## src/rtl/btn_pkg.sv

```systemverilog
// Shared definitions for the button conditioner: one-shot FSM states and
// debounce-length defaults for simulation and for the 50 MHz board build.
package btn_pkg;

   typedef enum logic [1:0] {
      S_IDLE  = 2'd0,
      S_PULSE = 2'd1,
      S_HOLD  = 2'd2,
      S_RSVD  = 2'd3
   } state_t;

   localparam int NUM_BTN_DEFAULT = 3;
   localparam int DEBOUNCE_SIM    = 4;
   localparam int DEBOUNCE_BOARD  = 500000;

endpackage

```

## src/rtl/btn_channel.sv

```systemverilog
// One button channel: 2-FF synchronizer, counting debouncer and a one-shot
// FSM that turns each accepted press into a single-cycle pulse.
// btn_n is active-low; held/pulse are active-high and registered.
module btn_channel
   import btn_pkg::*;
#(
   parameter int DEBOUNCE_CYCLES = DEBOUNCE_SIM
)(
   input  logic clk,
   input  logic rst,
   input  logic btn_n,
   output logic pulse,
   output logic held
);

   localparam int CW = $clog2(DEBOUNCE_CYCLES + 1);
   localparam logic [CW-1:0] C_LAST = CW'(DEBOUNCE_CYCLES - 1);

   logic          r_sync1;
   logic          r_sync2;
   logic [CW-1:0] r_count;
   logic          r_debN;
   logic          r_debNDly;
   state_t        r_state;
   state_t        w_stateNext;
   logic          r_pulse;
   logic          r_held;
   logic          w_pulseNext;
   logic          w_heldNext;
   logic          w_pressed;
   logic          w_releaseEdge;

   // Bring the asynchronous button into the clock domain; only r_sync2 is used.
   always_ff @(posedge clk or negedge rst) begin
      if (!rst) begin
         r_sync1 <= 1'b1;
         r_sync2 <= 1'b1;
      end else begin
         r_sync1 <= btn_n;
         r_sync2 <= r_sync1;
      end
   end

   // Accept a new level only after it has differed from the debounced value for
   // DEBOUNCE_CYCLES consecutive clocks; any bounce back restarts the count.
   // r_debNDly lets the FSM see the clock in which a release was accepted.
   always_ff @(posedge clk or negedge rst) begin
      if (!rst) begin
         r_count   <= '0;
         r_debN    <= 1'b1;
         r_debNDly <= 1'b1;
      end else begin
         r_debNDly <= r_debN;
         if (r_sync2 == r_debN) begin
            r_count <= '0;
         end else if (r_count == C_LAST) begin
            r_debN  <= r_sync2;
            r_count <= '0;
         end else begin
            r_count <= r_count + 1'b1;
         end
      end
   end

   assign w_pressed     = ~r_debN;
   assign w_releaseEdge = ~r_debNDly & r_debN;

   // Next state and next registered outputs. Leaving S_HOLD normally needs only
   // a released level, but after reset (held still 0) it waits for an actual
   // accepted release, so a button held through reset cannot produce a pulse.
   always_comb begin
      w_stateNext = r_state;
      w_pulseNext = 1'b0;
      w_heldNext  = r_held;
      case (r_state)
         S_IDLE: begin
            if (w_pressed) begin
               w_stateNext = S_PULSE;
            end
         end
         S_PULSE: begin
            w_stateNext = S_HOLD;
         end
         S_HOLD: begin
            if (r_held ? !w_pressed : w_releaseEdge) begin
               w_stateNext = S_IDLE;
            end
         end
         default: begin
            w_stateNext = S_HOLD;
         end
      endcase
      if (w_stateNext == S_PULSE) begin
         w_pulseNext = 1'b1;
         w_heldNext  = 1'b1;
      end else if (w_stateNext == S_IDLE) begin
         w_heldNext  = 1'b0;
      end
   end

   // State register with registered pulse/held outputs.
   always_ff @(posedge clk or negedge rst) begin
      if (!rst) begin
         r_state <= S_HOLD;
         r_pulse <= 1'b0;
         r_held  <= 1'b0;
      end else begin
         r_state <= w_stateNext;
         r_pulse <= w_pulseNext;
         r_held  <= w_heldNext;
      end
   end

   assign pulse = r_pulse;
   assign held  = r_held;

endmodule

```

## src/rtl/btn_conditioner.sv

```systemverilog
// Conditions NUM_BTN raw active-low pushbuttons into clean one-cycle press
// pulses plus debounced held levels; channels are fully independent.
module btn_conditioner
   import btn_pkg::*;
#(
   parameter int NUM_BTN         = NUM_BTN_DEFAULT,
   parameter int DEBOUNCE_CYCLES = DEBOUNCE_SIM
)(
   input  logic               clk,
   input  logic               rst,
   input  logic [NUM_BTN-1:0] btn_n,
   output logic [NUM_BTN-1:0] pulse,
   output logic [NUM_BTN-1:0] held
);

   for (genvar g = 0; g < NUM_BTN; g++) begin : g_chan
      btn_channel #(
         .DEBOUNCE_CYCLES (DEBOUNCE_CYCLES)
      ) u_chan (
         .clk   (clk),
         .rst   (rst),
         .btn_n (btn_n[g]),
         .pulse (pulse[g]),
         .held  (held[g])
      );
   end

endmodule

```

## config.mk

```make
export PLATFORM = sky130hd
export DESIGN_NAME = btn_conditioner
export DESIGN_NICKNAME = d
export VERILOG_FILES = /design/src/rtl/btn_pkg.sv /design/src/rtl/btn_channel.sv /design/src/rtl/btn_conditioner.sv
export SDC_FILE = /design/constraint.sdc
export NUM_CORES = 1
export LEC_CHECK = 0
export CAP_MARGIN = 20
export CORE_MARGIN = 2
export CORE_UTILIZATION = 62
export CTS_BUF_LIST = sky130_fd_sc_hd__clkbuf_8
export DETAILED_ROUTE_END_ITERATION = 10
export PLACE_DENSITY = 0.85
export SLEW_MARGIN = 30
export SYNTH_ARGS = -nofsm -noshare
export SYNTH_HDL_FRONTEND = slang
export SYNTH_HIERARCHICAL = 1
export SYNTH_SLANG_ARGS = --single-unit
```

## constraint.sdc

```tcl
create_clock -name clk -period 2.35 [get_ports clk]
set_clock_uncertainty 0.1 [all_clocks]
set_input_delay 0.47 -clock clk [delete_from_list [all_inputs] [get_ports clk]]
set_output_delay 0.47 -clock clk [all_outputs]
set_load 0.02 [all_outputs]
```

Word-level counts from Yosys, hierarchy flattened. Index checks and enable logic that the tools add are counted.

Output and inout bits: 6. Word-level logic and storage cells: 87. Bits in registers: 33. Bits of input ports: 5.

Equality and inequality tests: 12. Bitwise operators: 9. Reductions and logical operators: 12. $add $sub $neg: 3. Multiplexer cells: 27.

Operators with widths (number): $mux 3 (6); $logic_not 2->1 (6); $mux 1 (12); $mux 2 (6); $pmux 2 s2 (3); $add 3x1->3 const B (3); $eq 3x2->1 const B (3); $eq 2x1->1 const B (3); $eq 2x2->1 const B (3); $not 1->1 (6); $reduce_and 2->1 (3); $reduce_bool 2->1 (3); $and 1x1->1 (3); $eq 1x1->1 (3).

Logic depth before layout (Yosys ltp).
Depth in word-level cells: 8. Mapped depth: 3. Depth with buffers taken out: 3.

Modules after synthesis. Netlist, hierarchy kept.

By module, submodules not included: btn_channel at g_chan[1].u_chan ... (area an instance 391.6 um^2, instances 2, sequential area each 281.5 um^2, cells each 26); btn_channel at g_chan[0].u_chan (area an instance 389.1 um^2, instances 1, sequential area each 281.5 um^2, cells each 26).

Worst setup path after synthesis. Ideal clock, no wire load.

Kind: reg2reg. Start: reg g_chan[0].u_chan.r_count[0]. End: reg g_chan[0].u_chan.r_debN. Data arrival time: 999 ps. Cell stages (with the launch flop): 4. Path buffers: 0. Required time: 2168 ps. Setup slack: 1169 ps. Clock period less this slack: 1181 ps. Library setup time: 82 ps. Cells stage by stage: dfrtp_1 -> ha_1 -> and2b_1 -> mux2_2.

Longest elaborated chain between the ends: 2.

RTL lines: from (decl) (line btn_channel.sv:21) `logic [CW-1:0] r_count;`; from (signal assigned) (line btn_channel.sv:60) `r_count <= r_count + 1'b1;`; $eq 3x2->1 (line btn_channel.sv:56) `end else if (r_count == C_LAST) begin`; $reduce_and 2->1 (no source line); to (signal assigned) (line btn_channel.sv:57) `r_debN <= r_sync2;`; to (decl) (line btn_channel.sv:22) `logic r_debN;`.

No other way between the ends. A chain may end at the register's enable or synchronous reset.

Worst setup path in the final report.
Start: reg g_chan[1].u_chan.r_held. End: out held[1].

RTL lines: from (decl) (line btn_channel.sv:27) `logic r_held;`; from (signal assigned) (line btn_channel.sv:110) `r_held <= w_heldNext;`; to (decl) (line btn_conditioner.sv:13) `output logic [NUM_BTN-1:0] held`.

No word-level cell between the ends.

==> summary.md <==
| Metric | Value |
|---|---|
| Status | `completed` |
| Initial antenna violation count | `0` |
| Hold_buf cts | `0` |
| Vias per inst | `5.311` |
| Pre-antenna DRT Iters | `4` |
| CP Capture Type | `primary output` |
| Distinct cell type count after synthesis | `17` |
| Skew-Pair Late Insertion Delay | `280 ps` |
| CTS Buf Count | `5` |
| Stages on worst setup path | `1` |
| R2R depth | `3` |
| Reg2reg start | `g_chan[1].u_chan/r_count[0]` |
| Worst r2r dst | `g_chan[1].u_chan/r_debN` |
| Initial Util | `67.17%` |
| P_sw | `600.8 uW` |
| Largest family of logic cells by synthesized area | `simple AND/OR/NAND/NOR gates` |
| Flop pwr share | `50.4%` |
| Synthesized Nets | `86` |
| Average size of a mapped cell | `15.03 sq um` |
| Die X | `47.49 um` |
| Row count | `15` |
| Pleak | `0.0006251 uW` |
| Worst-Margin Slew | `379.9 ps` |
| Share of cells above drive strength 1 | `30.93%` |
| GPL Wtd Cong | `0.6614` |
| Worst-path cell chain | `clkdlybuf4s50_1` |
| Fill cells | `101` |
| Crit path required time | `1780 ps` |
| Netlist Area Pre-Place | `0.001172 sq mm` |
| Register-to-Register Setup Slack | `1060 ps` |
| Post-DRT Antenna Nets | `0` |
| Global router's overall resource usage | `20.19%` |
| Sequential cell area fraction in the yosys report | `72.04%` |
| Arr. time, crit path | `1290 ps` |
| Crit path buf inv count | `1` |
| Total negative slack | `0 ps` |
| Final Max Slew Viols | `0` |
| Final WL | `1728 um` |
| Layout area overhead | `20.49%` |
| CTS sink count | `33` |
| # setup viols final | `0` |
| Hold wc startpoint | `g_chan[0].u_chan/r_sync1` |
| H-tree levels | `2` |
| Starting DRT DRC Count | `6` |
| Multi-input gate area | `312.8 sq um` |
| Critical path type | `reg2out` |
| Total of max-cap violations | `0` |
| Post_cts resized | `0` |
| Postcts setup bufs | `0` |
| Worst-path maximum fanout | `3` |
| Largest net degree at the start of global routing | `34` |
| Core region area | `0.001745 sq mm` |
| Via count | `648` |
| CP max stage cell | `clkdlybuf4s50_1` |
| Vias in the first global route | `610` |
| Yosys Warn Count | `6` |
| CTS tree | `yes` |
| RSZ-0062 raised after global routing | `no` |
| Internal power | `1381 uW` |
| Full die area | `0.002255 sq mm` |
| Setup crit end | `held[1]` |
| Hold Path Class | `reg2reg` |
| Crit path largest cell delay | `640 ps` |
| Most common cell after layout, fill and taps aside | `dfrtp_1` |
| Clock Power Share | `22.8%` |
| Seq. cell area | `844.6 sq um` |
| Dpl hpwl | `1180 um` |
| Number of remaining DRC errors | `0` |
| Worst-path clk slew | `60 ps` |
| Slew margin rel. | `74.67%` |
| FMAX | `536.5 MHz` |
| Worst VDD drop | `1.382 mV` |
| Clk root buf | `clkbuf_8` |
| Bufs on Longest Clock Path | `2` |
| Drt wl/cell | `14.16 um` |
| Post-synthesis compound-gate area fraction | `2.988%` |
| Final Hold Viols | `0` |
| Post-synthesis cell count | `78` |
| Most frequent cells in the layout | `dfrtp_1, dfstp_2, clkdlybuf4s50_1` |
| Pwr Total | `1982 uW` |
| Simple-gate share of the synthesized area | `15.37%` |
| Mux contribution to synthesized area | `2.882%` |
| Buffers on Ports | `10` |
| Adder-Cell Fraction of Synth Area | `3.202%` |
| Setup crit start | `g_chan[1].u_chan/held` |
| PD cells | `1403 mW/mm^2` |
| Critical Path Start Type | `register` |
| Synth Area in XOR/XNOR | `2.241%` |
| Yosys reg bits | `33` |
| Diodes inserted | `0` |
| Post-route minimum period | `1864 ps` |
| Gr ovfl total | `0` |
| Final worst path period share | `79.31%` |
| Nets | `104` |
| Net Sw Frac | `30.31%` |
| Gate power share | `26.8%` |
| I/O pin cnt | `11` |
| Die Y | `47.49 um` |
| Delay-heaviest family, CP | `buffers and inverters` |
| First-pass GRT wire length | `2849 um` |
-- Yosys cell counts, drive strengths merged --
library cell / count / area share [%]
nand3: 2 / 0.85
o221ai: 1 / 0.75
xnor2: 3 / 2.2
nand3b: 2 / 1.3
ha: 3 / 3.2
nand2b: 2 / 1.1
nand2: 1 / 0.32
dfrtp: 18 / 38
nor3b: 6 / 5.1
a2bb2oi: 3 / 2.2
dfstp: 15 / 34
nor2: 3 / 0.96
nor3: 9 / 3.8
inv: 4 / 1.3
and2b: 3 / 1.9
mux2: 3 / 2.9
-- area by class of cell --
cell class                 count  share of cell area [%]
clock buffer                   7                   6.820
clock inverter                 1                  0.3543
inverter                       4                   1.063
multi-input combinational     41                   22.14
sequential                    33                   59.79
tap                           25                   2.214
timing repair buffer          11                   7.617
-- flip-flops by register name (all words and copies together), names as in the netlist --
signal,flops
g_chan.u_chan/r_sync1,3
g_chan.u_chan/pulse,3
g_chan.u_chan/r_sync2,3
g_chan.u_chan/r_state,6
g_chan.u_chan/r_debNDly,3
g_chan.u_chan/r_count,9
g_chan.u_chan/held,3
g_chan.u_chan/r_debN,3
-- worst min-delay path by stage --
stage,to,cells past startpoint
floorplan,g_chan[0].u_chan/held,0
global placement,g_chan[2].u_chan/r_sync2,0
detailed placement,g_chan[0].u_chan/r_sync2,0
CTS,g_chan[0].u_chan/r_sync2,0
global route,g_chan[1].u_chan/r_sync2,0
finish,g_chan[0].u_chan/r_sync2,0
-- cells by family after synthesis --
| logic type | Yosys count |
|---|---|
| buffers and inverters | 4 |
| adder cells (fa/ha/maj) | 3 |
| multiplexers | 3 |
| XOR/XNOR | 3 |
| AO/OA/AOI/OAI | 4 |
| AND/OR/NAND/NOR | 28 |
| flip-flops | 33 |
-- power groups by stage --
stage	logic, uW	registers (uW)	clock network [uW]
2_1_floorplan	293	1030	0
3_3_place_gp	494	983	0
3_5_place_dp	533	1010	0
4_1_cts	539	1000	461
5_1_grt	585	1030	489
6_report	531	999	452
-- layer usage --
layer / wire (um) / global-route usage (%)
met2: 873 / 30.81
met1: 748 / 25.26
met3: 66 / 6.792
met4: 40 / 11.67
met5: 0 / 0
-- per-stage QoR --
step	hold slack (ps)	setup slack (ps)	std cells	utilization [%]	instance area, sq um
final	254.7	486.2	122	80.93	1413
after global routing	257.0	461.7	122	80.93	1413
after CTS	256.1	471.8	122	80.93	1413
after detailed placement	247.2	775.9	114	75.13	1311
after global placement	245.5	841.6	114	75.13	1311
after floorplan	74.41	1169	78	-	1172
Power figures use the tool's default switching activity.
